File: config.mk
export PLATFORM = sky130hd
export DESIGN_NAME = code_lock_ctrl
export DESIGN_NICKNAME = d
export VERILOG_FILES = /design/src/rtl/code_lock_pkg.sv /design/src/rtl/cycle_timer.sv /design/src/rtl/code_lock_ctrl.sv
export SDC_FILE = /design/constraint.sdc
export NUM_CORES = 1
export LEC_CHECK = 0
export CORE_UTILIZATION = 55
export DETAILED_ROUTE_END_ITERATION = 8
export PLACE_DENSITY = 0.79
export SLEW_MARGIN = 10
export SYNTH_ARGS = -nofsm -noshare
export SYNTH_HDL_FRONTEND = slang
export SYNTH_HIERARCHICAL = 1
export SYNTH_SLANG_ARGS = --single-unit
File: constraint.sdc
create_clock -name clk -period 5.4 [get_ports clk]
set_input_delay 1.08 -clock clk [delete_from_list [all_inputs] [get_ports clk]]
set_output_delay 1.08 -clock clk [all_outputs]
set_load 0.005 [all_outputs]
File: src/rtl/code_lock_pkg.sv
// Shared types and default constants for the code lock controller.
// Contents: controller state enum, default MAX_TRIES / OPEN_CYCLES /
// LOCKOUT_CYCLES values, and the helper that sizes the shared cycle timer.
package code_lock_pkg;

   typedef enum logic [1:0] {
      IDLE    = 2'd0,
      OPEN    = 2'd1,
      LOCKOUT = 2'd2
   } lock_state_e;

   localparam int unsigned MAX_TRIES_DEF      = 3;
   localparam int unsigned OPEN_CYCLES_DEF    = 8;
   localparam int unsigned LOCKOUT_CYCLES_DEF = 16;

   // Timer width: $clog2 of the longer window, held to at least one bit.
   function automatic int unsigned timer_width(input int unsigned a, input int unsigned b);
      int unsigned m;
      m = (a > b) ? a : b;
      return ($clog2(m) < 1) ? 1 : $clog2(m);
   endfunction

endpackage

File: src/rtl/cycle_timer.sv
// Loadable down-counter that stops at zero.
// Ports: clk, rst_n (async, active-low), load_i/value_i (load a count),
//        enable_i (decrement by one), zero (count is zero).
module cycle_timer #(
   parameter int unsigned W = 4
) (
   input  logic         clk,
   input  logic         rst_n,
   input  logic         load_i,
   input  logic [W-1:0] value_i,
   input  logic         enable_i,
   output logic         zero
);

   logic [W-1:0] count_q, count_d;

   // Load has priority; decrement stops at zero so the count never underflows.
   always_comb begin
      count_d = count_q;
      if (load_i) begin
         count_d = value_i;
      end else if (enable_i && (count_q != '0)) begin
         count_d = count_q - W'(1);
      end
   end

   always_ff @(posedge clk or negedge rst_n) begin
      if (!rst_n) begin
         count_q <= '0;
      end else begin
         count_q <= count_d;
      end
   end

   assign zero = (count_q == '0);

endmodule

File: src/rtl/code_lock_ctrl.sv
// Code lock controller: opens the lock for OPEN_CYCLES on a matching code,
// counts consecutive mismatches, and enters a LOCKOUT_CYCLES lockout after
// MAX_TRIES of them.
// Ports: clk, rst_n (async, active-low), check_i (entry complete strobe),
//        equal_i (comparator result), clear_i (relock while open),
//        unlocked_o, fail_o, locked_out_o, busy_o, tries_o.
// Optional: CODE_LOCK_ALARM_EN adds alarm_clr_i and alarm_o (sticky alarm
//        raised on lockout entry).
module code_lock_ctrl
   import code_lock_pkg::*;
#(
   parameter int unsigned MAX_TRIES      = MAX_TRIES_DEF,
   parameter int unsigned OPEN_CYCLES    = OPEN_CYCLES_DEF,
   parameter int unsigned LOCKOUT_CYCLES = LOCKOUT_CYCLES_DEF
) (
   input  logic                             clk,
   input  logic                             rst_n,
   input  logic                             check_i,
   input  logic                             equal_i,
   input  logic                             clear_i,
`ifdef CODE_LOCK_ALARM_EN
   input  logic                             alarm_clr_i,
   output logic                             alarm_o,
`endif
   output logic                             unlocked_o,
   output logic                             fail_o,
   output logic                             locked_out_o,
   output logic                             busy_o,
   output logic [$clog2(MAX_TRIES+1)-1:0]   tries_o
);

   localparam int unsigned TRY_W = $clog2(MAX_TRIES + 1);
   localparam int unsigned TMR_W = timer_width(OPEN_CYCLES, LOCKOUT_CYCLES);

   lock_state_e      state_q, state_d;
   logic [TRY_W-1:0] tries_q, tries_d;
   logic             unlocked_q, unlocked_d;
   logic             fail_q, fail_d;
   logic             locked_q, locked_d;
   logic             busy_q, busy_d;

   logic             tmr_load;
   logic [TMR_W-1:0] tmr_value;
   logic             tmr_en;
   logic             tmr_zero;

   // One timer serves both the open window and the lockout window.
   cycle_timer #(
      .W (TMR_W)
   ) u_timer (
      .clk      (clk),
      .rst_n    (rst_n),
      .load_i   (tmr_load),
      .value_i  (tmr_value),
      .enable_i (tmr_en),
      .zero     (tmr_zero)
   );

   // Next-state, tries counter and registered-output decode.
   always_comb begin
      state_d   = state_q;
      tries_d   = tries_q;
      fail_d    = 1'b0;
      tmr_load  = 1'b0;
      tmr_value = '0;
      tmr_en    = 1'b0;

      case (state_q)
         IDLE: begin
            if (check_i) begin
               if (equal_i) begin
                  state_d   = OPEN;
                  tries_d   = '0;
                  tmr_load  = 1'b1;
                  tmr_value = TMR_W'(OPEN_CYCLES - 1);
               end else begin
                  fail_d = 1'b1;
                  if (tries_q != TRY_W'(MAX_TRIES)) begin
                     tries_d = tries_q + TRY_W'(1);
                  end
                  if (tries_d == TRY_W'(MAX_TRIES)) begin
                     state_d   = LOCKOUT;
                     tmr_load  = 1'b1;
                     tmr_value = TMR_W'(LOCKOUT_CYCLES - 1);
                  end
               end
            end
         end
         OPEN: begin
            // Relock request wins over the window still running.
            if (clear_i || tmr_zero) begin
               state_d = IDLE;
            end else begin
               tmr_en = 1'b1;
            end
         end
         LOCKOUT: begin
            if (tmr_zero) begin
               state_d = IDLE;
               tries_d = '0;
            end else begin
               tmr_en = 1'b1;
            end
         end
         default: begin
            state_d = IDLE;
            tries_d = '0;
         end
      endcase

      unlocked_d = (state_d == OPEN);
      locked_d   = (state_d == LOCKOUT);
      busy_d     = unlocked_d | locked_d;
   end

   always_ff @(posedge clk or negedge rst_n) begin
      if (!rst_n) begin
         state_q    <= IDLE;
         tries_q    <= '0;
         unlocked_q <= 1'b0;
         fail_q     <= 1'b0;
         locked_q   <= 1'b0;
         busy_q     <= 1'b0;
      end else begin
         state_q    <= state_d;
         tries_q    <= tries_d;
         unlocked_q <= unlocked_d;
         fail_q     <= fail_d;
         locked_q   <= locked_d;
         busy_q     <= busy_d;
      end
   end

   assign unlocked_o   = unlocked_q;
   assign fail_o       = fail_q;
   assign locked_out_o = locked_q;
   assign busy_o       = busy_q;
   assign tries_o      = tries_q;

`ifdef CODE_LOCK_ALARM_EN
   logic alarm_q, alarm_d;

   // Sticky alarm: set on lockout entry, set beats a coincident clear.
   always_comb begin
      alarm_d = alarm_q;
      if (locked_d && !locked_q) begin
         alarm_d = 1'b1;
      end else if (alarm_clr_i) begin
         alarm_d = 1'b0;
      end
   end

   always_ff @(posedge clk or negedge rst_n) begin
      if (!rst_n) begin
         alarm_q <= 1'b0;
      end else begin
         alarm_q <= alarm_d;
      end
   end

   assign alarm_o = alarm_q;
`endif

endmodule

# After elaboration in Yosys (flattened, before gate mapping)
# Index checks and enable logic that the tools add are counted.
[word_totals]
reg_bits = 12
in_bits = 5
output_inout_bits = 6
elab_cells = 56
[classes]
addsub = 2
eq_ne = 8
mux = 30
bitwise_logic = 2
n_reduce_logical = 7
[op_table]
columns = ["cell", "n"]
rows = [
  ["2-bit two-way mux", 12],
  ["4-bit two-way mux", 6],
  ["2-bit one-hot mux with 3 select lines", 2],
  ["1-bit two-way mux", 9],
  ["2-bit == test, second input constant", 3],
  ["2-bit inequality test, second input constant", 3],
  ["2-bit by 1-bit == test with 1-bit output, second input constant", 2],
  ["4-bit logical NOT", 1],
  ["4-bit nonzero test", 1],
  ["4-bit by 1-bit subtractor with 4-bit output, second input constant", 1],
  ["3-bit AND reduction", 1],
  ["2-bit by 1-bit adder with 2-bit output, second input constant", 1],
  ["2-bit logical NOT", 1],
  ["1-bit one-hot mux with 2 select lines", 1],
  ["2-bit nonzero test", 1],
  ["1-bit logical AND", 1],
  ["1-bit logical OR", 1],
  ["1-bit NOT", 1],
  ["1-bit bitwise OR", 1],
]

# Longest topological paths before layout
# Gate-level depths: netlist of the first run.
[logic_depth]
ltp_word = 12
depth_mapped = 8

# Modules after synthesis
# Netlist of the first run, hierarchy kept.
[modules_own_cells]
columns = ["module", "instances", "cells_each", "area_each_um2"]
rows = [
  ["code_lock_ctrl", 1, 47, 473.0],
  ["cycle_timer", 1, 27, 270.3],
]

# Worst setup path after synthesis of the first run
# No wires, ideal clock.
[synth_timing]
path_kind = "input to register"
startpoint = "input clear_i"
endpoint = "register u_timer.count_q[1]"
setup_ns = 0.080
arrival_ns = 2.210
setup_slack_ns = 3.110
cell_stages = 6
n_path_buf = 0
cell_sequence = "nand2b_1 -> a21oi_1 -> and2_1 -> inv_1 -> or4_1 -> o211ai_2"
[synth_via]
elab_chain_cells = 5
[synth_lines]
columns = ["item", "line_no", "source"]
rows = [
  ["from (decl)", "code_lock_ctrl.sv:20", "input logic clear_i,"],
  ["1-bit logical OR", "code_lock_ctrl.sv:91", "if (clear_i || tmr_zero) begin"],
  ["1-bit two-way mux", "code_lock_ctrl.sv:91", ""],
  ["1-bit one-hot mux with 2 select lines", "code_lock_ctrl.sv:68", "case (state_q)"],
  ["net tmr_en", "code_lock_ctrl.sv:44", "logic tmr_en;"],
  ["1-bit logical AND", "cycle_timer.sv:22", "end else if (enable_i && (count_q != '0)) begin"],
  ["2-bit nonzero test (no source line)", "-", ""],
  ["to (signal assigned)", "cycle_timer.sv:31", "count_q <= count_d;"],
  ["to (decl)", "cycle_timer.sv:15", "logic [W-1:0] count_q, count_d;"],
]
# The timed path passes the listed nets, and every way through them passes these cells.
# A chain may end at the register's enable or synchronous reset.

# Worst setup path after layout of the first run
[layout_timing]
startpoint = "input clear_i"
endpoint = "register u_timer.count_q[3]"
# The elaborated chain is that of the path after synthesis.

==> impl_metrics.toml, run 1 <==
[route]
vias_per_cell = 5.61
wl_um = 1320
drtAntennaViolNets = 0
vias = 567
drt_iter0_markers = 9
dr.pass1.iters = 4
post_drt_wl_per_cell_um = 13.0
post-route-drc-count = 0

[setup_path]
start_kind = "primary input"
r2r_slack_ns = 3.26
crit_fanout = 4
cp.required_ns = 5.56
path_class = "primary input to flop"
crit_start = "clear_i"
rr_worst_depth = 8
timing.rr.start = "u_timer/count_q[0]"
regToRegEndpoint = "u_timer/count_q[3]"
endpoint_kind = "flop"
cp_data_arrival_time_ns = 2.74

[floorplan]
coreArea_um2 = 1190
die_area_um2 = 1500
chipWidth_um = 38.8
row_count = 12
die_y_um = 38.8
io_pins = 11
initial_core_util = 0.627

[pwr]
pwr-share-seq = 0.333
power.density_nw_per_um2 = 521
vdd_drop_max_v = 0.000355
p_clk_frac = 0.160
p_sw_mw = 0.175
power_mw = 0.461
leakagePower_nw = 0.395
p_int_mw = 0.286
netSwitchingFraction = 0.380
comb_power_share = 0.506

[worst_hold_path]
hp-start = "tries_o[0]"
worstHoldPathType = "flop to flop"
hold_end = "tries_o[0]"
min_path_cells = 1

[finish]
seq_area_um2 = 300
drive_gt1_frac = 0.115
area_growth_pct = 19.2
diodes = 0
final_nets = 100
nFillCells = 96
multi_input_area_um2 = 394

[global_route]
grt_pass1_vias = 561
grt_max_degree = 14
track_usage = 0.219
antenna_found_initial = 0
grt_pass1_wl_um = 2210
overflow = 0

[timing]
clock-skew-final_ns = 0.00178
fin_crit_ns = 2.58
setup_viol = 0
relSlewSlack = 0.542
fin_crit_sh = 0.477
slew_viol_final = 0
fin_tns_setup_ns = 0
worst_pin_slew_ns = 0.684
hold_violations = 0
fmax_mhz = 388
holdWs_ns = 0.583
rsz0062_at_grt = "false"

[logic_synthesis]
ys_types = 31
yosysSeqAreaShare = 0.404
synth_nets = 86
yosysWarnings = 6
syn_inst = 74
ys_top_cells_by_area = "dfrtp_1 40%, ha_1 12%, inv_1 5.1%"
synth_area_leader_cell = "dfrtp_1"
synth_top_area_share = 0.404
avgSynthCellArea_um2 = 10.0
synth_area_um2 = 743
synth-seq-cells = 12

[cts]
h-tree-depth = 1
postCtsSetupBuffers = 0
clockBufferDepth = 2
insertion_delay_ns = 0.27
path_clk_slew_ns = 0.08
clock_sinks = 12
cts-root-buf = "clkbuf_4"
ctsResizeCount = 0
postCtsHoldBufs = 0
tritoncts = "done"
cts-buffers-inserted = 3

[placed_design]
portBuffers = 10
hpwl_um = 952
finalWeightedCongestion = 0.800

[job]
maxCapViolations = 0

[run_status]
status = "completed"
## power groups by stage
stage                     sequential (mW)  clock, mW  combinational (mW)
final                               0.154     0.0740               0.234
after global routing                0.159     0.0790               0.263
after CTS                           0.153     0.0756               0.235
after detailed placement            0.155          0               0.233
after global placement              0.154          0               0.224
after floorplan                     0.152          0               0.167
## Yosys cell counts (all sizes together)
| master | n |
|---|---|
| nor4b | 1 |
| o21a | 1 |
| a211o | 1 |
| a221o | 1 |
| nand2b | 4 |
| ha | 7 |
| nor2b | 1 |
| o21ai | 3 |
| a32o | 1 |
| and4b | 1 |
| nor3 | 3 |
| buf | 1 |
| or4 | 1 |
| a32oi | 1 |
| a21o | 1 |
| o31a | 1 |
| and3 | 1 |
| and2 | 2 |
| nor3b | 2 |
| nor2 | 3 |
| or2b | 1 |
| dfrtp | 12 |
| inv | 10 |
| a21oi | 5 |
| mux2 | 1 |
| o211ai | 2 |
| nand2 | 5 |
| a41oi | 1 |
## cell type report
class,count,share of cell area
multi-input cells,51,0.445
repair buffers,10,0.113
flip-flops and latches,12,0.339
well taps,14,0.0198
inverters,10,0.0424
clock buffers,4,0.0410
## how the worst max path moves through the flow
stage | end | slack, ns
after floorplan | u_timer/count_q[1] | 3.11
after global placement | u_timer/count_q[3] | 2.61
after detailed placement | u_timer/count_q[3] | 2.55
after CTS | u_timer/count_q[1] | 2.84
after global routing | u_timer/count_q[3] | 2.74
final | u_timer/count_q[3] | 2.82
## critical path: stages
cell and delay [ns]:
clkdlybuf4s50_1 0.39, nand2b_1 0.16, a21oi_1 0.25, and2_1 0.24
nor4b_2 0.27, nor3b_1 0.09, a221o_1 0.28
## layout by cell type, fill, tap and decap left out, types with 3 or more instances in the layout
cell type / count
nor2_1: 3
nand2_1: 5
nor3_1: 3
clkbuf_4: 3
inv_1: 10
dfrtp_1: 12
a21oi_1: 5
ha_1: 7
o21ai_0: 3
clkdlybuf4s50_1: 10
nand2b_1: 4
## cells by family after synthesis
group                    synth area share
adder cells (fa/ha/maj)             0.118
buffers and inverters              0.0657
multiplexers                       0.0202
AND/OR/NAND/NOR                     0.217
flip-flops                          0.404
AO/OA/AOI/OAI                       0.175
## metrics by stage
step | util | worst slack [ns] | instances | cell area [µm²]
2_1_floorplan | - | 3.11 | 74 | 743
3_3_place_gp | 0.716 | 2.61 | 97 | 850
3_5_place_dp | 0.716 | 2.55 | 97 | 850
4_1_cts | 0.747 | 2.84 | 101 | 886
5_1_grt | 0.747 | 2.74 | 101 | 886
6_report | 0.747 | 2.82 | 101 | 886
## per-layer routing
metal	vias to the layer above	track usage	wire length, µm
met4	0	0.0862	12
met5	-	0	0
met3	2	0.0636	58
met2	10	0.375	618
li1	286	-	-
met1	269	0.252	627
## sequential cells by signal (all words and copies together), names as in the netlist
signal / flops
locked_out_o: 1
busy_o: 1
unlocked_o: 1
fail_o: 1
tries_o: 2
u_timer/count_q: 4
state_q: 2
Power figures use the tool's default switching activity.
==> run 2, diff against run 1 <==
- CORE_UTILIZATION: 55 -> 51
- PLACE_DENSITY: 0.79 -> 0.74
- clock period: 5.4 -> 2.6 ns (I/O delays scaled with it)
==> impl_metrics.toml, run 2 (synthesis gave the netlist of run 1 again) <==
[run_status]
status = "completed"

[cts]
tritoncts = "done"
postCtsSetupBuffers = 0
path_clk_slew_ns = 0.08
insertion_delay_ns = 0.27
clockBufferDepth = 2
postCtsHoldBufs = 0
clock_sinks = 12
h-tree-depth = 1
ctsResizeCount = 0
cts-root-buf = "clkbuf_4"
cts-buffers-inserted = 3

[timing]
layout_setup_ws_ns = 0.521
rsz0062_at_grt = "false"
clock-skew-final_ns = 0.00426
fmax_mhz = 481
slew_viol_final = 0
worst_pin_slew_ns = 0.516
hold_violations = 0
relSlewSlack = 0.655
setup_viol = 0
fin_tns_setup_ns = 0
fin_crit_sh = 0.800
fin_crit_ns = 2.08

[floorplan]
io_pins = 11
initial_core_util = 0.557
row_count = 13
chipWidth_um = 40.2
coreArea_um2 = 1330
die_area_um2 = 1610
die_y_um = 40.2

[setup_path]
cp_cell_sequence = "inv_1, ha_1, nor3b_2, a21oi_1, and2_1, inv_1, or4_1, o211ai_2"
crit_top_cell = "inv_1"
crit_fanout = 7
cp_data_arrival_time_ns = 2.27
crit_slowest_cell = "or4_1"
cp.required_ns = 2.80
endpoint_kind = "flop"
slowest_delay_ns = 0.49
path_class = "flop to flop"
start_kind = "flop"

[route]
vias = 566
drtAntennaViolNets = 0
drt_iter0_markers = 10
dr.pass1.iters = 4
post-route-drc-count = 0
vias_per_cell = 5.50
post_drt_wl_per_cell_um = 12.1
wl_um = 1250

[finish]
largest_register = "u_timer/count_q"
layout_common_cells = "12 x dfrtp_1, 10 x inv_1, 10 x clkdlybuf4s50_1, 7 x ha_1"
final_common_cell = "dfrtp_1"
diodes = 0
largest_reg_flops = 4
layout.cells.non_filler = 103
final_nets = 101
area_growth_pct = 20.4
drive_gt1_frac = 0.125

[pwr]
pwr-share-seq = 0.338
p_clk_frac = 0.153
comb_power_share = 0.509
p_sw_mw = 0.354
leakagePower_nw = 0.400
vdd_drop_max_v = 0.000618
netSwitchingFraction = 0.372
power.density_nw_per_um2 = 1060
p_int_mw = 0.598

[global_route]
grt_pass1_vias = 499
grt_pass1_wl_um = 2040
grt_use_met2 = 0.306
grt_busiest_layer = "met2"
antenna_found_initial = 0
overflow = 0
grtUsageMet1 = 0.221
track_usage = 0.198
met3_usage = 0.122
grt_max_degree = 13

[placed_design]
finalWeightedCongestion = 0.793
dp.cells = 99
portBuffers = 10
hpwl_um = 1000
place_ws_ns = 0.321

[job]
maxCapViolations = 0

[worst_hold_path]
worstHoldPathType = "flop to flop"
[run 2: stage by stage]
stage          hold slack, ns   util  cell area, µm²  total power [mW]
5_1_grt                 0.596  0.671             895              1.04
6_report                0.578  0.671             895             0.953
2_1_floorplan           0.224      -             743             0.662
3_3_place_gp            0.556  0.644             858             0.796
4_1_cts                 0.582  0.671             895             0.962
3_5_place_dp            0.567  0.644             858             0.814
[run 2: path summary, 6_finish.rpt]
path	to	start	cells after the start	slack, ns
worst max-delay path	u_timer/count_q[1]	u_timer/count_q[0]	8	0.52
worst min-delay path	tries_o[0]	tries_o[0]	1	0.58
worst max register to register	u_timer/count_q[1]	u_timer/count_q[0]	8	0.52
worst min register to register	tries_o[0]	tries_o[0]	1	0.58
max in group asynchronous	tries_o[0]	rst_n	1	1.67
min in group asynchronous	u_timer/count_q[0]	rst_n	1	0.59
[run 2: critical path: cells and delay by family (launching register included)]
family          cells  cell delay (ns)
compound gates      2             0.31
fa+ha+maj           1             0.23
buf+inv             2             0.14
flops               1             0.41
simple gates        3             0.90
[run 2: layout make-up]
| cell class | instances | area (µm²) |
|---|---|---|
| clock buffer | 4 | 36.3 |
| fill | 106 | 439 |
| inverter | 10 | 37.5 |
| tap | 15 | 18.8 |
| multi-input combinational | 51 | 394 |
| timing repair buffer | 11 | 108 |
| sequential | 12 | 300 |
[run 2: power groups by stage]
stage          logic [mW]  registers (mW)  clock network, mW
2_1_floorplan       0.346           0.316                  0
3_3_place_gp        0.474           0.322                  0
3_5_place_dp        0.489           0.325                  0
4_1_cts             0.490           0.321              0.151
5_1_grt             0.554           0.331              0.160
6_report            0.485           0.322              0.146
[run 2: layer usage]
metal / vias to the layer above / wire (µm)
met5: - / 0
met4: 0 / 19
met3: 2 / 83
met2: 14 / 583
met1: 261 / 563
li1: 289 / -
==> run 3, diff against run 2 <==
- CORE_UTILIZATION: 51 -> 46
- PLACE_DENSITY: 0.74 -> 0.7
- clock period: 2.6 -> 1.7 ns (I/O delays scaled with it)
==> impl_metrics.toml, run 3 (synthesis gave the netlist of run 1 again) <==
[run_status]
status = "complete, but fails checks"
failed_checks = "negative setup slack"

[timing]
rsz0062_at_grt = "true"
clock-skew-final_ns = 0.00259
fin_crit_sh = 1.01
layout_setup_ws_ns = -0.0162
hold_violations = 0
fmax_mhz = 583
slew_viol_final = 0
holdWs_ns = 0.426
worst_pin_slew_ns = 0.562
relSlewSlack = 0.624
fin_crit_ns = 1.72
setup_viol = 2

[finish]
layout.cells.non_filler = 125
diodes = 0
largest_reg_flops = 4
final_nets = 122
final_common_cell = "buf_4"
nFillCells = 111
drive_gt1_frac = 0.450
area_growth_pct = 53.2
layout_common_cells = "22 x buf_4, 12 x dfrtp_1, 10 x clkdlybuf4s50_1, 7 x inv_1, 5 x nand2_1"
largest_register = "u_timer/count_q"

[cts]
cts-root-buf = "clkbuf_4"
tritoncts = "done"
path_clk_slew_ns = 0.07
cts-buffers-inserted = 3
h-tree-depth = 1
clock_sinks = 12
insertion_delay_ns = 0.27
postCtsHoldBufs = 0
clockBufferDepth = 2

[global_route]
grt_max_degree = 13
overflow = 0
grt_pass1_wl_um = 2860
track_usage = 0.214
antenna_found_initial = 0
grt_pass1_vias = 662

[floorplan]
io_pins = 11
die_area_um2 = 1780
row_count = 14
chipWidth_um = 42.2
initial_core_util = 0.493
die_y_um = 42.2
coreArea_um2 = 1510

[setup_path]
slowest_delay_ns = 0.38
path_class = "flop to flop"
cp.required_ns = 1.86
rr_worst_depth = 9
cp_data_arrival_time_ns = 1.88
cp_cell_sequence = "inv_1, ha_2, nor3b_4, a21oi_2, and2_4, buf_4, and4b_1, a21oi_2, o21ai_2"
start_kind = "flop"
crit_top_cell = "a21oi_2"
crit_slowest_cell = "dfrtp_1"
endpoint_kind = "flop"
crit_fanout = 3

[route]
vias = 661
post_drt_wl_per_cell_um = 13.6
drtAntennaViolNets = 0
post-route-drc-count = 0
vias_per_cell = 5.29
dr.pass1.iters = 4
wl_um = 1700
drt_iter0_markers = 8

[placed_design]
place_ws_ns = -0.229
dp.cells = 116
finalWeightedCongestion = 0.771
hpwl_um = 1180
portBuffers = 10

[pwr]
power_mw = 1.97
power.density_nw_per_um2 = 1730
vdd_drop_max_v = 0.000970
leakagePower_nw = 0.519

[job]
maxCapViolations = 0

[worst_hold_path]
worstHoldPathType = "primary input to async pin"
[run 3: cell types whose count changed in the layout (fill, tap and decap cells not counted), sizes merged]
cell | before | now
buf | 1 | 22
[run 3: final timing paths]
| kind | start | end | slack [ns] |
|---|---|---|---|
| worst max-delay path | u_timer/count_q[1] | u_timer/count_q[2] | -0.02 |
| worst min-delay path | rst_n | u_timer/count_q[1] | 0.43 |
| worst max register to register | u_timer/count_q[1] | u_timer/count_q[2] | -0.02 |
| worst min register to register | tries_o[0] | tries_o[0] | 0.58 |
| max in group asynchronous | rst_n | u_timer/count_q[0] | 0.90 |
| min in group clk | tries_o[0] | tries_o[0] | 0.58 |
[run 3: worst max-delay path, delay by kind of cell, from the launching register on]
kind / cells / cell delay [ns]
and+or+nand+nor: 3 / 0.59
DFF: 1 / 0.38
AOI/OAI and AO/OA: 3 / 0.27
buffers and inverters: 2 / 0.19
adders and majority gates: 1 / 0.17
[run 3: cell type report]
type | instances | area (µm²) | area share
inverter | 10 | 37.5 | 0.0330
multi-input combinational | 51 | 479 | 0.421
clock buffer | 4 | 36.3 | 0.0319
timing repair buffer | 32 | 265 | 0.233
tap | 16 | 20.0 | 0.0176
sequential | 12 | 300 | 0.264
[run 3: metrics by stage]
step / setup TNS (ns) / instance area, µm² / utilization
final: -0.0290 / 1140 / 0.756
after global routing: -0.451 / 1140 / 0.756
after CTS: -0.0713 / 1080 / 0.717
after detailed placement: -0.878 / 995 / 0.660
after global placement: -0.722 / 995 / 0.660
after floorplan: -0.0699 / 758 / -
[run 3: metal layers]
metal  track usage  vias to the layer above  routed length (µm)
met1         0.247                      315                 701
li1              -                      331                   -
met3        0.0862                        0                  89
met4        0.0188                        0                   0
met2         0.385                       15                 906
met5             0                        -                   0
[run 3: timing repair]
action | CTS | global route
resized for setup | 8 | 9
pin swaps | 3 | 6
endpoints found under the setup margin | 3 | 7
setup buffers | 3 | 2
[run 3: power by group]
part	total, mW	internal, mW	switching [mW]
Clock	0.223	0.130	0.0927
Combinational	1.27	0.729	0.544
Sequential	0.477	0.397	0.0805
Total	1.97	1.26	0.717
